### config.mk
export PLATFORM = sky130hd
export DESIGN_NAME = uart_core
export DESIGN_NICKNAME = d
export VERILOG_FILES = /design/src/rtl/uart_pkg.sv /design/src/rtl/uart_baud_gen.sv /design/src/rtl/uart_core.sv
export SDC_FILE = /design/constraint.sdc
export NUM_CORES = 1
export LEC_CHECK = 0
export BUFFER_PORTS_ARGS = -buffer_cell sky130_fd_sc_hd__buf_4
export CAP_MARGIN = 20
export CORE_MARGIN = 2
export CORE_UTILIZATION = 55
export CTS_CLUSTER_DIAMETER = 40
export DETAILED_ROUTE_END_ITERATION = 8
export PLACE_DENSITY = 0.77
export RECOVER_POWER = 50
export SETUP_SLACK_MARGIN = 0.05
export SLEW_MARGIN = 30
export SYNTH_ARGS = -nofsm -noshare
export SYNTH_HDL_FRONTEND = slang
export SYNTH_SLANG_ARGS = --single-unit
export TNS_END_PERCENT = 1
### constraint.sdc
create_clock -name i_clk -period 6.39 [get_ports i_clk]
set_input_delay 0 -clock i_clk [delete_from_list [all_inputs] [get_ports i_clk]]
set_output_delay 0 -clock i_clk [all_outputs]
set_load 0.1 [all_outputs]
### src/rtl/uart_pkg.sv
// Shared state encoding and oversampling constants for uart_core and its baud generator.
package uart_pkg;
    typedef enum logic [2:0] {
        ST_IDLE,
        ST_START,
        ST_DATA,
        ST_PARITY,
        ST_STOP
    } uart_state_t;

    localparam int OVERSAMPLE = 16;
    localparam int MID_SAMPLE = 7;
endpackage

### src/rtl/uart_baud_gen.sv
// Oversample tick generator: one-cycle tick every CLK_DIV clocks, shared by RX and TX.
module uart_baud_gen #(
    parameter int CLK_DIV = 163
) (
    input  logic clk,
    input  logic reset,
    output logic tick
);
    localparam int CNT_W = (CLK_DIV > 1) ? $clog2(CLK_DIV) : 1;
    localparam logic [CNT_W-1:0] LAST = CNT_W'(CLK_DIV - 1);

    logic [CNT_W-1:0] count;

    assign tick = (count == LAST);

    always_ff @(posedge clk) begin
        if (reset)
            count <= '0;
        else if (tick)
            count <= '0;
        else
            count <= count + CNT_W'(1);
    end
endmodule

### src/rtl/uart_core.sv
// Full-duplex 16x-oversampled UART with shared baud tick.
// Optional even parity bit is enabled by defining UART_PARITY_EN.
module uart_core
    import uart_pkg::*;
#(
    parameter int DATA_BITS  = 8,
    parameter int STOP_TICKS = 16,
    parameter int CLK_DIV    = 163
) (
    input  logic                 i_clk,
    input  logic                 i_reset,
    input  logic                 i_rx,
    input  logic                 i_tx_start,
    input  logic [DATA_BITS-1:0] i_tx_data,
    output logic                 o_tx,
    output logic                 o_tx_busy,
    output logic                 o_tx_done,
    output logic [DATA_BITS-1:0] o_rx_data,
    output logic                 o_rx_valid,
    output logic                 o_rx_err
);
    localparam int BIT_W  = $clog2(DATA_BITS);
    localparam int STOP_W = $clog2(STOP_TICKS + 1);
    localparam logic [BIT_W-1:0]  LAST_BIT  = BIT_W'(DATA_BITS - 1);
    localparam logic [STOP_W-1:0] LAST_STOP = STOP_W'(STOP_TICKS - 1);
    localparam logic [3:0]        LAST_SMP  = 4'(OVERSAMPLE - 1);
    localparam logic [3:0]        MID_SMP   = 4'(MID_SAMPLE);

    logic tick;

    uart_baud_gen #(.CLK_DIV(CLK_DIV)) u_baud (
        .clk   (i_clk),
        .reset (i_reset),
        .tick  (tick)
    );

    logic rx_meta, rx_sync;

    always_ff @(posedge i_clk) begin
        if (i_reset) begin
            rx_meta <= 1'b1;
            rx_sync <= 1'b1;
        end else begin
            rx_meta <= i_rx;
            rx_sync <= rx_meta;
        end
    end

    uart_state_t          rx_state;
    logic [3:0]           rx_sample;
    logic [BIT_W-1:0]     rx_bit;
    logic [STOP_W-1:0]    rx_stop;
    logic [DATA_BITS-1:0] rx_shift;
    logic                 rx_par_err;

`ifndef UART_PARITY_EN
    assign rx_par_err = 1'b0;
`endif

    // Sample counter is 4 bits, so in DATA/PARITY it wraps 15 -> 0 on its own.
    always_ff @(posedge i_clk) begin
        if (i_reset) begin
            rx_state   <= ST_IDLE;
            rx_sample  <= '0;
            rx_bit     <= '0;
            rx_stop    <= '0;
            rx_shift   <= '0;
            o_rx_data  <= '0;
            o_rx_valid <= 1'b0;
            o_rx_err   <= 1'b0;
`ifdef UART_PARITY_EN
            rx_par_err <= 1'b0;
`endif
        end else begin
            o_rx_valid <= 1'b0;
            o_rx_err   <= 1'b0;
            case (rx_state)
                ST_IDLE: begin
                    if (!rx_sync) begin
                        rx_state  <= ST_START;
                        rx_sample <= '0;
                    end
                end
                ST_START: begin
                    if (tick) begin
                        if (rx_sample == MID_SMP) begin
                            rx_sample <= '0;
                            rx_bit    <= '0;
                            rx_state  <= rx_sync ? ST_IDLE : ST_DATA;
                        end else begin
                            rx_sample <= rx_sample + 4'd1;
                        end
                    end
                end
                ST_DATA: begin
                    if (tick) begin
                        rx_sample <= rx_sample + 4'd1;
                        if (rx_sample == LAST_SMP) begin
                            rx_shift <= {rx_sync, rx_shift[DATA_BITS-1:1]};
                            if (rx_bit == LAST_BIT) begin
                                rx_stop <= '0;
`ifdef UART_PARITY_EN
                                rx_state <= ST_PARITY;
`else
                                rx_state <= ST_STOP;
`endif
                            end else begin
                                rx_bit <= rx_bit + BIT_W'(1);
                            end
                        end
                    end
                end
`ifdef UART_PARITY_EN
                ST_PARITY: begin
                    if (tick) begin
                        rx_sample <= rx_sample + 4'd1;
                        if (rx_sample == LAST_SMP) begin
                            rx_par_err <= rx_sync ^ (^rx_shift);
                            rx_stop    <= '0;
                            rx_state   <= ST_STOP;
                        end
                    end
                end
`endif
                ST_STOP: begin
                    if (tick) begin
                        if (rx_stop == LAST_STOP) begin
                            rx_state <= ST_IDLE;
                            if (rx_sync && !rx_par_err) begin
                                o_rx_data  <= rx_shift;
                                o_rx_valid <= 1'b1;
                            end else begin
                                o_rx_err <= 1'b1;
                            end
                        end else begin
                            rx_stop <= rx_stop + STOP_W'(1);
                        end
                    end
                end
                default: rx_state <= ST_IDLE;
            endcase
        end
    end

    uart_state_t          tx_state;
    logic [3:0]           tx_sample;
    logic [BIT_W-1:0]     tx_bit;
    logic [STOP_W-1:0]    tx_stop;
    logic [DATA_BITS-1:0] tx_shift;
`ifdef UART_PARITY_EN
    logic                 tx_parity;
`endif

    // o_tx is registered and always holds the level of the bit currently on the wire.
    always_ff @(posedge i_clk) begin
        if (i_reset) begin
            tx_state  <= ST_IDLE;
            tx_sample <= '0;
            tx_bit    <= '0;
            tx_stop   <= '0;
            tx_shift  <= '0;
            o_tx      <= 1'b1;
            o_tx_busy <= 1'b0;
            o_tx_done <= 1'b0;
`ifdef UART_PARITY_EN
            tx_parity <= 1'b0;
`endif
        end else begin
            o_tx_done <= 1'b0;
            case (tx_state)
                ST_IDLE: begin
                    o_tx <= 1'b1;
                    if (i_tx_start && !o_tx_busy) begin
                        tx_shift  <= i_tx_data;
`ifdef UART_PARITY_EN
                        tx_parity <= ^i_tx_data;
`endif
                        tx_sample <= '0;
                        o_tx      <= 1'b0;
                        o_tx_busy <= 1'b1;
                        tx_state  <= ST_START;
                    end
                end
                ST_START: begin
                    if (tick) begin
                        tx_sample <= tx_sample + 4'd1;
                        if (tx_sample == LAST_SMP) begin
                            tx_bit   <= '0;
                            o_tx     <= tx_shift[0];
                            tx_state <= ST_DATA;
                        end
                    end
                end
                ST_DATA: begin
                    if (tick) begin
                        tx_sample <= tx_sample + 4'd1;
                        if (tx_sample == LAST_SMP) begin
                            if (tx_bit == LAST_BIT) begin
                                tx_stop <= '0;
`ifdef UART_PARITY_EN
                                o_tx     <= tx_parity;
                                tx_state <= ST_PARITY;
`else
                                o_tx     <= 1'b1;
                                tx_state <= ST_STOP;
`endif
                            end else begin
                                tx_bit   <= tx_bit + BIT_W'(1);
                                tx_shift <= tx_shift >> 1;
                                o_tx     <= tx_shift[1];
                            end
                        end
                    end
                end
`ifdef UART_PARITY_EN
                ST_PARITY: begin
                    if (tick) begin
                        tx_sample <= tx_sample + 4'd1;
                        if (tx_sample == LAST_SMP) begin
                            tx_stop  <= '0;
                            o_tx     <= 1'b1;
                            tx_state <= ST_STOP;
                        end
                    end
                end
`endif
                ST_STOP: begin
                    if (tick) begin
                        if (tx_stop == LAST_STOP) begin
                            o_tx_done <= 1'b1;
                            o_tx_busy <= 1'b0;
                            tx_state  <= ST_IDLE;
                        end else begin
                            tx_stop <= tx_stop + STOP_W'(1);
                        end
                    end
                end
                default: tx_state <= ST_IDLE;
            endcase
        end
    end
endmodule

==> results.py <==
metrics = {
    "power": {
        "p_per_area_mw_per_mm2": 243,
        "p_comb_share_pct": 9.4,
        "pwr-share-seq_pct": 50.8,
        "clock_power_share_pct": 39.9,
        "vdd_ir_drop_max_uv": 138,
        "swShare_pct": 26.3,
        "p_int_w": 0.000657,
        "finalPower_w": 0.000892,
        "power.switching_w": 0.000234,
        "p_leak_nw": 1.35,
    },
    "synthesis": {
        "synth_warnings": 0,
        "ys_types": 57,
        "synth_cells": 375,
        "synth_edf_count": 0,
        "netlist_area_mm2": 0.00335,
        "synth_seq_cells": 69,
        "synth_area_per_cell_um2": 8.92,
        "synth-main-ff-cell": "dfxtp_1",
        "synthesis.nets": 400,
        "synth_seq_area_share_pct": 41.3,
        "synthArstFlopShare_pct": 0,
    },
    "final_layout": {
        "fin_cells": 469,
        "area_growth_pct": 9.80,
        "drive_above_1_share_pct": 14.0,
        "antenna_cells": 0,
        "nets": 414,
    },
    "worst_setup_path": {
        "r2r_start": "u_baud.count[2]",
        "rrSetupSlack_ns": 3.99,
        "crit_arrival_ns": 2.62,
        "path_cells": "nor3_1 > nand2_1 > nor3_2 > mux2i_1 > nor2_1",
        "crit_cells": 5,
        "path_class": "reg2reg",
        "worstReg2RegEnd": "rx_shift[7]",
        "required_ns": 6.61,
        "worstSetupStartpointType": "register",
        "cp_max_fo": 17,
        "reg2reg_depth": 5,
        "crit_family": "simple AND/OR/NAND/NOR gates",
        "path_buf_inv": 0,
        "crit_path_end_kind": "register",
        "slowest_stage": "nor3_2",
        "max_stage_delay_ns": 0.80,
    },
    "global_routing": {
        "grt_pass1_vias": 2419,
        "antenna_found_initial": 0,
        "track_usage_pct": 20.0,
        "grt_pass1_wl_mm": 10.4,
        "overflow": 0,
        "grt_max_degree": 65,
    },
    "timing": {
        "slew_violations": 0,
        "holdWs_ns": 0.0163,
        "slew_headroom_pct": 21.9,
        "setup_tns_ns": 0,
        "setup_viol": 0,
        "fmax_mhz": 417,
        "min_period_over_period_pct": 37.6,
        "rsz0062_at_grt": "no",
        "tightest_slew_ns": 1.18,
        "finalCriticalPeriod_ns": 2.40,
        "skew_ns": 0.0101,
        "finalHoldViolations": 0,
    },
    "place": {
        "post-dp-hpwl_mm": 4.14,
        "port_buffers": 24,
        "placed_cells": 451,
        "gp_congestion": 0.829,
    },
    "cts": {
        "clk_path_buf_depth": 2,
        "h-tree-depth": 3,
        "clk_latency_ns": 0.35,
        "ctsResizeCount": 0,
        "cts_tree": "yes",
        "cts_buffers": 9,
        "clk_pin_slew_worst_paths_ns": 0.08,
        "cts_num_sinks": 69,
        "cts-root-buf": "clkbuf_8",
    },
    "routing": {
        "drc": 0,
        "vias_per_cell": 5.60,
        "drtPass1Iterations": 4,
        "ant_nets": 0,
        "drtIter0Drc": 81,
        "wl_per_cell_um": 13.3,
        "vias": 2628,
        "wirelength_mm": 6.23,
    },
    "floorplan": {
        "die_w_um": 82.0,
        "core_area_mm2": 0.00589,
        "io_pins": 25,
        "initial_core_util_pct": 56.8,
        "chipHeight_um": 82.0,
        "dieArea_mm2": 0.00672,
        "floorplan.rows": 28,
    },
    "hold_path": {
        "hold_end": "tx_shift[0]",
        "hold_path.class": "in2reg",
        "holdPathStages": 4,
        "holdCritStartpoint": "i_tx_data[0]",
    },
    "job": {
        "cap_violations": 0,
    },
    "run_status": {
        "status": "finished clean",
    },
}
## per-layer routing
metal	global-route usage [%]	wire length [µm]	up-vias
li1	-	-	1357
met1	23.7	2950	1218
met2	32.9	2970	41
met3	5.16	193	12
met4	11.0	118	0
met5	0	0	-
## through the flow
stage / cell area (µm²) / setup slack (ns) / utilization, %
6_report: 3670 / 3.99 / 62.4
3_3_place_gp: 3500 / 4.06 / 59.5
2_1_floorplan: 3350 / 4.27 / -
5_1_grt: 3670 / 3.73 / 62.4
3_5_place_dp: 3510 / 3.96 / 59.6
4_1_cts: 3720 / 3.95 / 63.3
## kinds of logic (layout without fill, tap and decap cells)
family,after synthesis,after routing,share of synthesized area [%]
fa+ha+maj,13,13,4.86
simple gates,162,162,25.7
xor+xnor,12,12,3.14
buf+inv,29,48,4.26
compound gates,62,62,12.2
mux,28,28,8.64
flops,69,69,41.3
## timing repair
| action | CTS | global route |
|---|---|---|
| buffers inserted | 0 | 0 |
| hold endpoints to repair | 2 | 0 |
| hold buffers | 2 | 0 |
## synth_stat cells (3+ instances only)
cell type / n / area [µm²]
nand3_1: 12 / 60.1
or4_1: 6 / 45.0
nor4b_1: 3 / 26.3
a21oi_1: 26 / 130
nor2b_1: 5 / 31.3
ha_1: 13 / 163
or2_2: 8 / 50.1
xor2_1: 6 / 52.6
and3_1: 7 / 43.8
dfxtp_1: 69 / 1380
nor4_1: 3 / 18.8
nand2_1: 34 / 128
inv_1: 6 / 22.5
o21ai_0: 8 / 40.0
a31oi_1: 4 / 25.0
nor3_1: 10 / 50.1
clkbuf_1: 16 / 60.1
mux2_2: 7 / 78.8
or3_2: 3 / 22.5
or3b_2: 3 / 26.3
mux2i_1: 21 / 210
buf_6: 3 / 33.8
xnor2_1: 6 / 52.6
nand2b_1: 10 / 62.6
a22oi_1: 3 / 22.5
nor2_1: 42 / 158
## flip-flops by register name (all words and copies together) (netlist names), 4 cells and up
signal,cells
tx_stop,5
rx_stop,5
o_rx_data,8
rx_shift,8
u_baud.count,8
rx_sample,4
tx_sample,4
tx_shift,8
## power groups by stage
stage / clock, W / sequential [W] / combinational (W)
global route: 0.000381 / 0.000454 / 0.0000921
floorplan: 0 / 0.000470 / 0.0000600
finish: 0.000356 / 0.000453 / 0.0000834
global placement: 0 / 0.000462 / 0.0000827
CTS: 0.000366 / 0.000453 / 0.0000853
detailed placement: 0 / 0.000463 / 0.0000841
## worst max path at each step
stage,to,start,slack [ns]
2_1_floorplan,tx_stop[0],tx_stop[0],4.27
3_3_place_gp,rx_shift[3],u_baud.count[2],4.06
3_5_place_dp,rx_shift[4],u_baud.count[2],3.96
4_1_cts,rx_shift[7],u_baud.count[2],3.95
5_1_grt,rx_shift[0],u_baud.count[2],3.73
6_report,rx_shift[7],u_baud.count[2],3.99
## cell usage in the layout, fill, tap and decap left out, types with 7 or more instances in the layout
cell type,instances
or2_2,8
o21ai_0,8
a21oi_1,26
clkbuf_8,9
nor2_1,42
and3_1,7
nor3_1,10
buf_4,10
dfxtp_1,69
ha_1,13
nand3_1,12
nand2b_1,10
nand2_1,34
mux2i_1,21
clkbuf_1,13
mux2_2,7
## final cells by class
type	instances	area [µm²]
fillers	523	2210
multi-input cells	277	1830
flip-flops and latches	69	1380
repair buffers	26	151
clock buffers	9	124
well taps	75	93.8
clock inverters	7	73.8
inverters	6	22.5
## worst register-to-register path, cell delays in order, from the launching register on
cell     delay (ns)
dfxtp_1        0.34
nor3_1         0.36
nand2_1        0.44
nor3_2         0.81
mux2i_1        0.27
nor2_1         0.06
Note: power is estimated with default switching activity, not from simulation.
